--- config.mk ---
export PLATFORM = sky130hd
export DESIGN_NAME = sram_port_arbiter
export DESIGN_NICKNAME = d
export VERILOG_FILES = /design/src/rtl/sram_arb_pkg.sv /design/src/rtl/sram_port_arbiter_starve_counter.sv /design/src/rtl/sram_port_arbiter.sv
export SDC_FILE = /design/constraint.sdc
export NUM_CORES = 1
export LEC_CHECK = 0
export ABC_AREA = 1
export BUFFER_PORTS_ARGS = -buffer_cell sky130_fd_sc_hd__clkbuf_2
export CAP_MARGIN = 20
export CORE_AREA = 3 3 105 107
export DETAILED_ROUTE_END_ITERATION = 8
export DIE_AREA = 0 0 108 110
export PLACE_DENSITY = 0.59
export SYNTH_ARGS = -nofsm -noshare
export SYNTH_HDL_FRONTEND = slang
export SYNTH_HIERARCHICAL = 1
export SYNTH_SLANG_ARGS = --single-unit
--- constraint.sdc ---
create_clock -name clk -period 2.38 [get_ports clk]
set_clock_uncertainty 0.2 [all_clocks]
set_input_delay 0.357 -clock clk [delete_from_list [all_inputs] [get_ports clk]]
set_output_delay 0.357 -clock clk [all_outputs]
set_load 0.02 [all_outputs]
--- src/rtl/sram_arb_pkg.sv ---
// Shared constants for the SRAM port arbiter: response-owner encodings
// and the read encoding of the byte write enables.
package sram_arb_pkg;

  localparam logic [1:0] OWN_NONE = 2'd0;
  localparam logic [1:0] OWN_INST = 2'd1;
  localparam logic [1:0] OWN_DATA = 2'd2;

  localparam logic [3:0] WEN_READ = 4'b0000;

endpackage

--- src/rtl/sram_port_arbiter_starve_counter.sv ---
// Saturating count of consecutive cycles in which a pending fetch was
// denied; raises force_inst once the count reaches STARVE_MAX.
module starve_counter #(
  parameter int STARVE_MAX = 3
) (
  input  logic clk,
  input  logic rst,
  input  logic inst_req,
  input  logic inst_gnt,
  output logic force_inst
);

  localparam logic [3:0] CNT_MAX = 4'(STARVE_MAX);

  logic [3:0] cnt;

  // Count denied fetch cycles, saturate at the limit, clear on grant or idle.
  always_ff @(posedge clk) begin
    if (rst) begin
      cnt <= '0;
    end else if (inst_req && !inst_gnt) begin
      if (cnt != CNT_MAX) cnt <= cnt + 4'd1;
    end else begin
      cnt <= '0;
    end
  end

  assign force_inst = (cnt == CNT_MAX);

endmodule

--- src/rtl/sram_port_arbiter.sv ---
// Shares one single-port synchronous SRAM between instruction fetch and
// load/store. Data wins by default; a starving fetch is forced through.
// Read data returns one cycle after the grant and is steered by owner.
module sram_port_arbiter
  import sram_arb_pkg::*;
#(
  parameter int ADDR_W     = 32,
  parameter int DATA_W     = 32,
  parameter int STARVE_MAX = 3
) (
  input  logic              clk,
  input  logic              rst,
  input  logic              inst_req,
  input  logic [ADDR_W-1:0] inst_addr,
  output logic              inst_gnt,
  output logic              inst_rvalid,
  output logic [DATA_W-1:0] inst_rdata,
  input  logic              data_req,
  input  logic [3:0]        data_wen,
  input  logic [ADDR_W-1:0] data_addr,
  input  logic [DATA_W-1:0] data_wdata,
  output logic              data_gnt,
  output logic              data_rvalid,
  output logic [DATA_W-1:0] data_rdata,
  output logic              sram_en,
  output logic [3:0]        sram_wen,
  output logic [ADDR_W-1:0] sram_addr,
  output logic [DATA_W-1:0] sram_wdata,
  input  logic [DATA_W-1:0] sram_rdata
);

  logic       force_inst;
  logic [1:0] resp_owner;

  starve_counter #(
    .STARVE_MAX(STARVE_MAX)
  ) u_starve (
    .clk       (clk),
    .rst       (rst),
    .inst_req  (inst_req),
    .inst_gnt  (inst_gnt),
    .force_inst(force_inst)
  );

  // Grant decision from registered state and current requests only.
  always_comb begin
    inst_gnt = inst_req & (~data_req | force_inst);
    data_gnt = data_req & ~inst_gnt;
  end

  // Drive the SRAM port from the winner; zero the fields when idle.
  always_comb begin
    sram_en    = inst_gnt | data_gnt;
    sram_wen   = '0;
    sram_addr  = '0;
    sram_wdata = '0;
    if (inst_gnt) begin
      sram_addr = inst_addr;
    end else if (data_gnt) begin
      sram_wen   = data_wen;
      sram_addr  = data_addr;
      sram_wdata = data_wdata;
    end
  end

  // Remember who owns the read returning next cycle; stores return nothing.
  always_ff @(posedge clk) begin
    if (rst) begin
      resp_owner <= OWN_NONE;
    end else if (inst_gnt) begin
      resp_owner <= OWN_INST;
    end else if (data_gnt && (data_wen == WEN_READ)) begin
      resp_owner <= OWN_DATA;
    end else begin
      resp_owner <= OWN_NONE;
    end
  end

  assign inst_rvalid = (resp_owner == OWN_INST);
  assign data_rvalid = (resp_owner == OWN_DATA);
  assign inst_rdata  = sram_rdata;
  assign data_rdata  = sram_rdata;

endmodule

==> out/metrics.csv, run 1 <==
stage;metric;value;unit
setup_path;crit_fanout;23;
sta;finalMaxSlewViolations;0;
route;vias;2059;
placement;io_buffers;176;
logic_synthesis;synth_adder_area_share;0.008032;
sta;hold_violations;0;
logic_synthesis;ys_seq_area_frac;0.07711;
sta;period_needed;2258;ps
route;drtIter0Drc;52;
logic_synthesis;yosysWarnings;6;
logic_synthesis;netlist_instances;296;
layout;final_nets;548;
global_route;globalRouteOverflowTotal;0;
sta;period_share;0.9486;
global_route;grt_max_degree;47;
clock_tree;cts.sinks;6;
floorplanning;dieArea;11880;um2
setup_path;timing.rr.start;u_starve/cnt[0]$_SDFFE_PP0P_;
sta;setup-violations-final;0;
pwr;vdd_drop_max;0.1669;mV
global_route;grt_pass1_wl;8293;um
setup_path;reg2regPathDepth;13;
layout;layout_common_cells;clkbuf_2 (175), nand2_1 (109), inv_1 (46);
layout;drive_above_1_share;0.4768;
layout;areaGrowthSynthToFinish;46.59;%
setup_path;r2r_slack;430;ps
clock_tree;clkTransAtPathRegs;40;ps
setup_path;timing.rr.end;u_starve/cnt[2]$_SDFFE_PP0P_;
floorplanning;design.portCount;273;
placement;gp_congestion;0.6957;
sta;rsz0062_at_grt;no;
setup_path;slowest_delay;330;ps
logic_synthesis;yosys.area_share.simple;0.4153;
logic_synthesis;synth_area;1558;um2
logic_synthesis;synth-xor-area-share;0.005622;
logic_synthesis;synthMuxAreaShare;0;
floorplanning;core_area;10230;um2
setup_path;cp_cell_sequence;ha_1 > nand2_1 > inv_2 > a21oi_4 > buf_4 > clkbuf_16 > nand2_1 > nand2_1 > clkbuf_2;
sta;setup_ws;122.3;ps
clock_tree;clockBufferDepth;2;
clock_tree;numCtsBuffers;3;
pwr;powerDensity;296.6;nW/um2
setup_path;critical_path_class;reg -> out;
sta;worst_hold_slack;166.4;ps
placement;place_ws;323.5;ps
global_route;antenna_found_initial;0;
job;drv_cap;0;
floorplanning;initial_core_util;0.1523;
logic_synthesis;synth_top_family_by_area;buffers and inverters;
min_path;min-delay-start;rst;
setup_path;slowest_stage;dfxtp_1;
clock_tree;htree_levels;1;
logic_synthesis;synth_compound_area_frac;0.02169;
placement;dp_hpwl;5088;um
route;drc;0;
sta;tightest_slew;285.7;ps
route;finalWirelength;6569;um
route;viasPerCell;3.778;
logic_synthesis;synth_fp_nets;433;
global_route;track_usage;0.08734;
setup_path;start_kind;flop;
floorplanning;die_w;108;um
route;routedWlPerCell;12.05;um
floorplanning;die_h;110;um
route;ant_nets;0;
pwr;p_leak;1.656;nW
sta;max_freq;0.4429;GHz
layout;n_antenna_cell;0;
setup_path;worstSetupEndpointType;output pin;
logic_synthesis;synth_seq_cells;6;
global_route;first_global_vias;1833;
layout;mostFrequentLayoutCell;clkbuf_2;
min_path;hold_depth;2;
clock_tree;clk_latency;220;ps
outcome;status;finished, final reports clean;
setup_path;cp.arrival;1700;ps
logic_synthesis;avgSynthCellArea;5.263;um2
setup_path;cp.required;1820;ps
clock_tree;clock-root-buffer;clkbuf_8;
min_path;hp-class;in -> reg;
clock_tree;cts_tree;done;
sta;tns;0;ps
min_path;min_to;resp_owner[0]$_SDFF_PP0_;
logic_synthesis;synth_cell_type_count;17;
setup_path;critPathTopFamily;buffers and inverters;
layout;fillers;1215;
floorplanning;num_rows;37;
setup_path;crit_path_frequent_cell;nand2_1;
setup_path;crit_buf_inv;4;
route;dr.pass1.iters;4;
sta;relSlewSlack;0.8096;
metrics by stage:
step           total power [mW]  std cells  utilization  cell area, um2
2_1_floorplan            0.4758        296            -            1558
5_1_grt                  0.7312        545       0.2232            2283
4_1_cts                  0.6621        540       0.2119            2168
3_3_place_gp             0.5050        537       0.2079            2127
6_report                 0.6772        545       0.2232            2283
3_5_place_dp             0.5056        537       0.2079            2127
state kept, by name, summed over array words and instances (netlist names):
name	cells
resp_owner	2
u_starve/cnt	4
power breakdown:
group / switching [mW] / total (mW) / internal [mW]
logic: 0.247 / 0.420 / 0.173
registers: 0.00199 / 0.105 / 0.103
clock network: 0.0429 / 0.152 / 0.109
total: 0.292 / 0.677 / 0.385
Yosys cell counts:
master,n,share of area
buf_1,2,0.0048
nand3_1,36,0.12
nor2_2,1,0.0040
dfxtp_1,6,0.077
a21oi_4,1,0.010
clkbuf_1,1,0.0024
nor2_1,11,0.027
xnor2_1,1,0.0056
a21oi_1,2,0.0064
buf_4,64,0.31
nand2_1,110,0.27
nand4_1,1,0.0040
a21o_1,1,0.0048
buf_6,2,0.014
ha_1,1,0.0080
buf_2,9,0.029
inv_1,47,0.11
cells by family after synthesis:
kind of cell               Yosys count
DFF                                  6
and+or+nand+nor                    159
buffers and inverters              125
AOI/OAI and AO/OA                    4
xor gates and xnor gates             1
adders and majority gates            1
how the worst max path moves through the flow:
stage / startpoint / end / depth (start not counted)
floorplan: u_starve/cnt[0]$_SDFFE_PP0P_ / sram_addr[21] / 8
global placement: u_starve/cnt[0]$_SDFFE_PP0P_ / sram_addr[2] / 8
detailed placement: u_starve/cnt[0]$_SDFFE_PP0P_ / sram_addr[2] / 8
CTS: u_starve/cnt[0]$_SDFFE_PP0P_ / sram_addr[2] / 8
global route: u_starve/cnt[0]$_SDFFE_PP0P_ / sram_addr[2] / 9
finish: u_starve/cnt[0]$_SDFFE_PP0P_ / sram_addr[26] / 9
cell type report:
type	count	area (um2)	share of cell area
Sequential cell	6	120.1	0.05260
Inverter	47	176.4	0.07726
Clock buffer	3	41.29	0.01808
Timing Repair Buffer	188	1061	0.4647
Multi-Input combinational cell	165	714.4	0.3129
Tap cell	136	170.2	0.07452
repair_timing:
item / in CTS / in global routing
buffers inserted: 0 / 2
gates resized for setup: 0 / 8
endpoints found under the hold margin: 0 / 0
hold buffers: 0 / 0
endpoints found under the setup margin: 0 / 39
worst register-to-register path, stage by stage, from the launching register on:
cell     delay (ps)
dfxtp_1         330
ha_1            220
nand2_1         100
inv_2            60
inv_1            90
nand2_4          80
buf_12          160
nand2_1          90
inv_1            60
inv_1            50
nand2_1          40
nor2_1          180
nand2_1         120
nor2_1          110
per-layer routing:
layer | track usage | share of wire | vias up
li1 | - | - | 1038
met1 | 0.09439 | 0.37 | 851
met2 | 0.1563 | 0.48 | 139
met3 | 0.02330 | 0.11 | 31
met4 | 0.04599 | 0.041 | 0
met5 | 0 | 0 | -
(Power assumes the default switching activity.)
==> inputs of run 2 (changes only) <==
--- a/config.mk
+++ b/config.mk
@@ -12,6 +12,7 @@
 export DETAILED_ROUTE_END_ITERATION = 8
 export DIE_AREA = 0 0 108 110
 export PLACE_DENSITY = 0.59
+export RECOVER_POWER = 100
 export SYNTH_ARGS = -nofsm -noshare
 export SYNTH_HDL_FRONTEND = slang
 export SYNTH_HIERARCHICAL = 1
==> out/metrics.csv, run 2 (synthesis results as in run 1) <==
stage;metric;value;unit
route;drc;0;
layout;mostFrequentLayoutCell;clkbuf_2;
floorplanning;design.portCount;273;
layout;fillers;1216;
layout;seqCellArea;120.1;um2
layout;multiInputGateArea;714.4;um2
floorplanning;die_w;108;um
pwr;powerDensity;296.8;nW/um2
floorplanning;core_area;10230;um2
route;drtIter0Drc;52;
pwr;p_leak;1.646;nW
setup_path;reg2regPathDepth;13;
clock_tree;clockBufferDepth;2;
clock_tree;clkTransAtPathRegs;40;ps
job;drv_cap;0;
layout;largest-register;u_starve/cnt;
global_route;antenna_found_initial;0;
placement;place_ws;323.5;ps
sta;period_needed;2257;ps
layout;n_antenna_cell;0;
clock_tree;htree_levels;1;
sta;max_freq;0.4431;GHz
min_path;min_to;resp_owner[0]$_SDFF_PP0_;
layout;drive_above_1_share;0.4694;
placement;dp.cells;537;
layout;instances_no_fill;545;
sta;setup-violations-final;0;
setup_path;cp.arrival;1700;ps
global_route;globalRouteOverflowTotal;0;
layout;areaGrowthSynthToFinish;46.35;%
layout;layout_common_cells;clkbuf_2 (172), nand2_1 (109), inv_1 (46);
route;vias;2061;
setup_path;critical_path_class;reg -> out;
sta;relSlewSlack;0.8096;
placement;gp_congestion;0.6957;
outcome;status;finished, final reports clean;
floorplanning;initial_core_util;0.1523;
pwr;vdd_drop_max;0.1659;mV
route;dr.pass1.iters;4;
setup_path;crit_fanout;23;
setup_path;start_kind;flop;
sta;rsz0062_at_grt;no;
sta;tightest_slew;285.6;ps
route;finalWirelength;6565;um
setup_path;timing.rr.start;u_starve/cnt[0]$_SDFFE_PP0P_;
global_route;grt_pass1_wl;8293;um
layout;reg_top3;u_starve/cnt: 4 flops, resp_owner: 2 flops;
route;viasPerCell;3.782;
placement;io_buffers;176;
sta;setup_ws;122.9;ps
route;routedWlPerCell;12.05;um
setup_path;cp.required;1820;ps
sta;tns;0;ps
layout;largest_register_ffs;4;
clock_tree;cts.sinks;6;
sta;hold_violations;0;
route;ant_nets;0;
min_path;min-delay-start;rst;
min_path;hold_depth;2;
clock_tree;clock-root-buffer;clkbuf_8;
sta;finalMaxSlewViolations;0;
sta;period_share;0.9483;
placement;dp_hpwl;5088;um
setup_path;worstSetupEndpointType;output pin;
clock_tree;numCtsBuffers;3;
clock_tree;clk_latency;220;ps
setup_path;r2r_slack;430;ps
layout;final_nets;548;
floorplanning;dieArea;11880;um2
floorplanning;num_rows;37;
floorplanning;die_h;110;um
clock_tree;hold_buffers;0;
global_route;first_global_vias;1833;
clock_tree;cts_tree;done;
sta;worst_hold_slack;166.1;ps
global_route;grt_max_degree;47;
global_route;track_usage;0.08734;
setup_path;timing.rr.end;u_starve/cnt[2]$_SDFFE_PP0P_;
min_path;hp-class;in -> reg;
## run 2: cell count changes in the layout (fill, tap and decap cells not counted)
cell / previous run / this run
clkbuf_1: 0 / 3
clkbuf_2: 175 / 172
## run 2: area by class of cell
type                            count  area share
Inverter                           47     0.07739
Clock buffer                        3     0.01811
Tap cell                          136     0.07464
Sequential cell                     6     0.05269
Timing Repair Buffer              188      0.4638
Multi-Input combinational cell    165      0.3134
## run 2: worst max-delay path by stage
stage	startpoint	endpoint	slack (ps)	cells after the start
3_3_place_gp	u_starve/cnt[0]$_SDFFE_PP0P_	sram_addr[2]	370	8
6_report	u_starve/cnt[0]$_SDFFE_PP0P_	sram_addr[26]	120	9
2_1_floorplan	u_starve/cnt[0]$_SDFFE_PP0P_	sram_addr[21]	420	8
4_1_cts	u_starve/cnt[0]$_SDFFE_PP0P_	sram_addr[2]	70	8
3_5_place_dp	u_starve/cnt[0]$_SDFFE_PP0P_	sram_addr[2]	320	8
5_1_grt	u_starve/cnt[0]$_SDFFE_PP0P_	sram_addr[2]	3	9
## run 2: report_power, final
part           switching (mW)  internal [mW]  total [mW]  leakage [nW]
logic                   0.247          0.173       0.420          1.58
registers             0.00199          0.103       0.105        0.0487
clock network          0.0429          0.109       0.152        0.0216
## run 2: repair_timing
item                                    CTS  global route
resized for setup                         0             8
buffers inserted                          0             2
endpoints found under the setup margin    0            39
## run 2: critical path, cell delays in order (launching register included)
cell	delay, ps
dfxtp_1	330
ha_1	220
nand2_1	100
inv_2	60
a21oi_4	140
buf_4	150
clkbuf_16	180
nand2_1	60
nand2_1	50
clkbuf_2	160
## run 2: metrics by stage
stage	total power, mW	instance area, um2	util
2_1_floorplan	0.4758	1558	-
3_3_place_gp	0.5050	2127	0.2079
3_5_place_dp	0.5056	2127	0.2079
4_1_cts	0.6621	2168	0.2119
5_1_grt	0.7307	2280	0.2228
6_report	0.6767	2280	0.2228
## run 2: layer usage
layer | global-route usage | vias to the layer above | share of wire
met2 | 0.1563 | 139 | 0.48
met5 | 0 | - | 0
met3 | 0.02330 | 31 | 0.11
met1 | 0.09439 | 853 | 0.37
met4 | 0.04599 | 0 | 0.041
li1 | - | 1038 | -
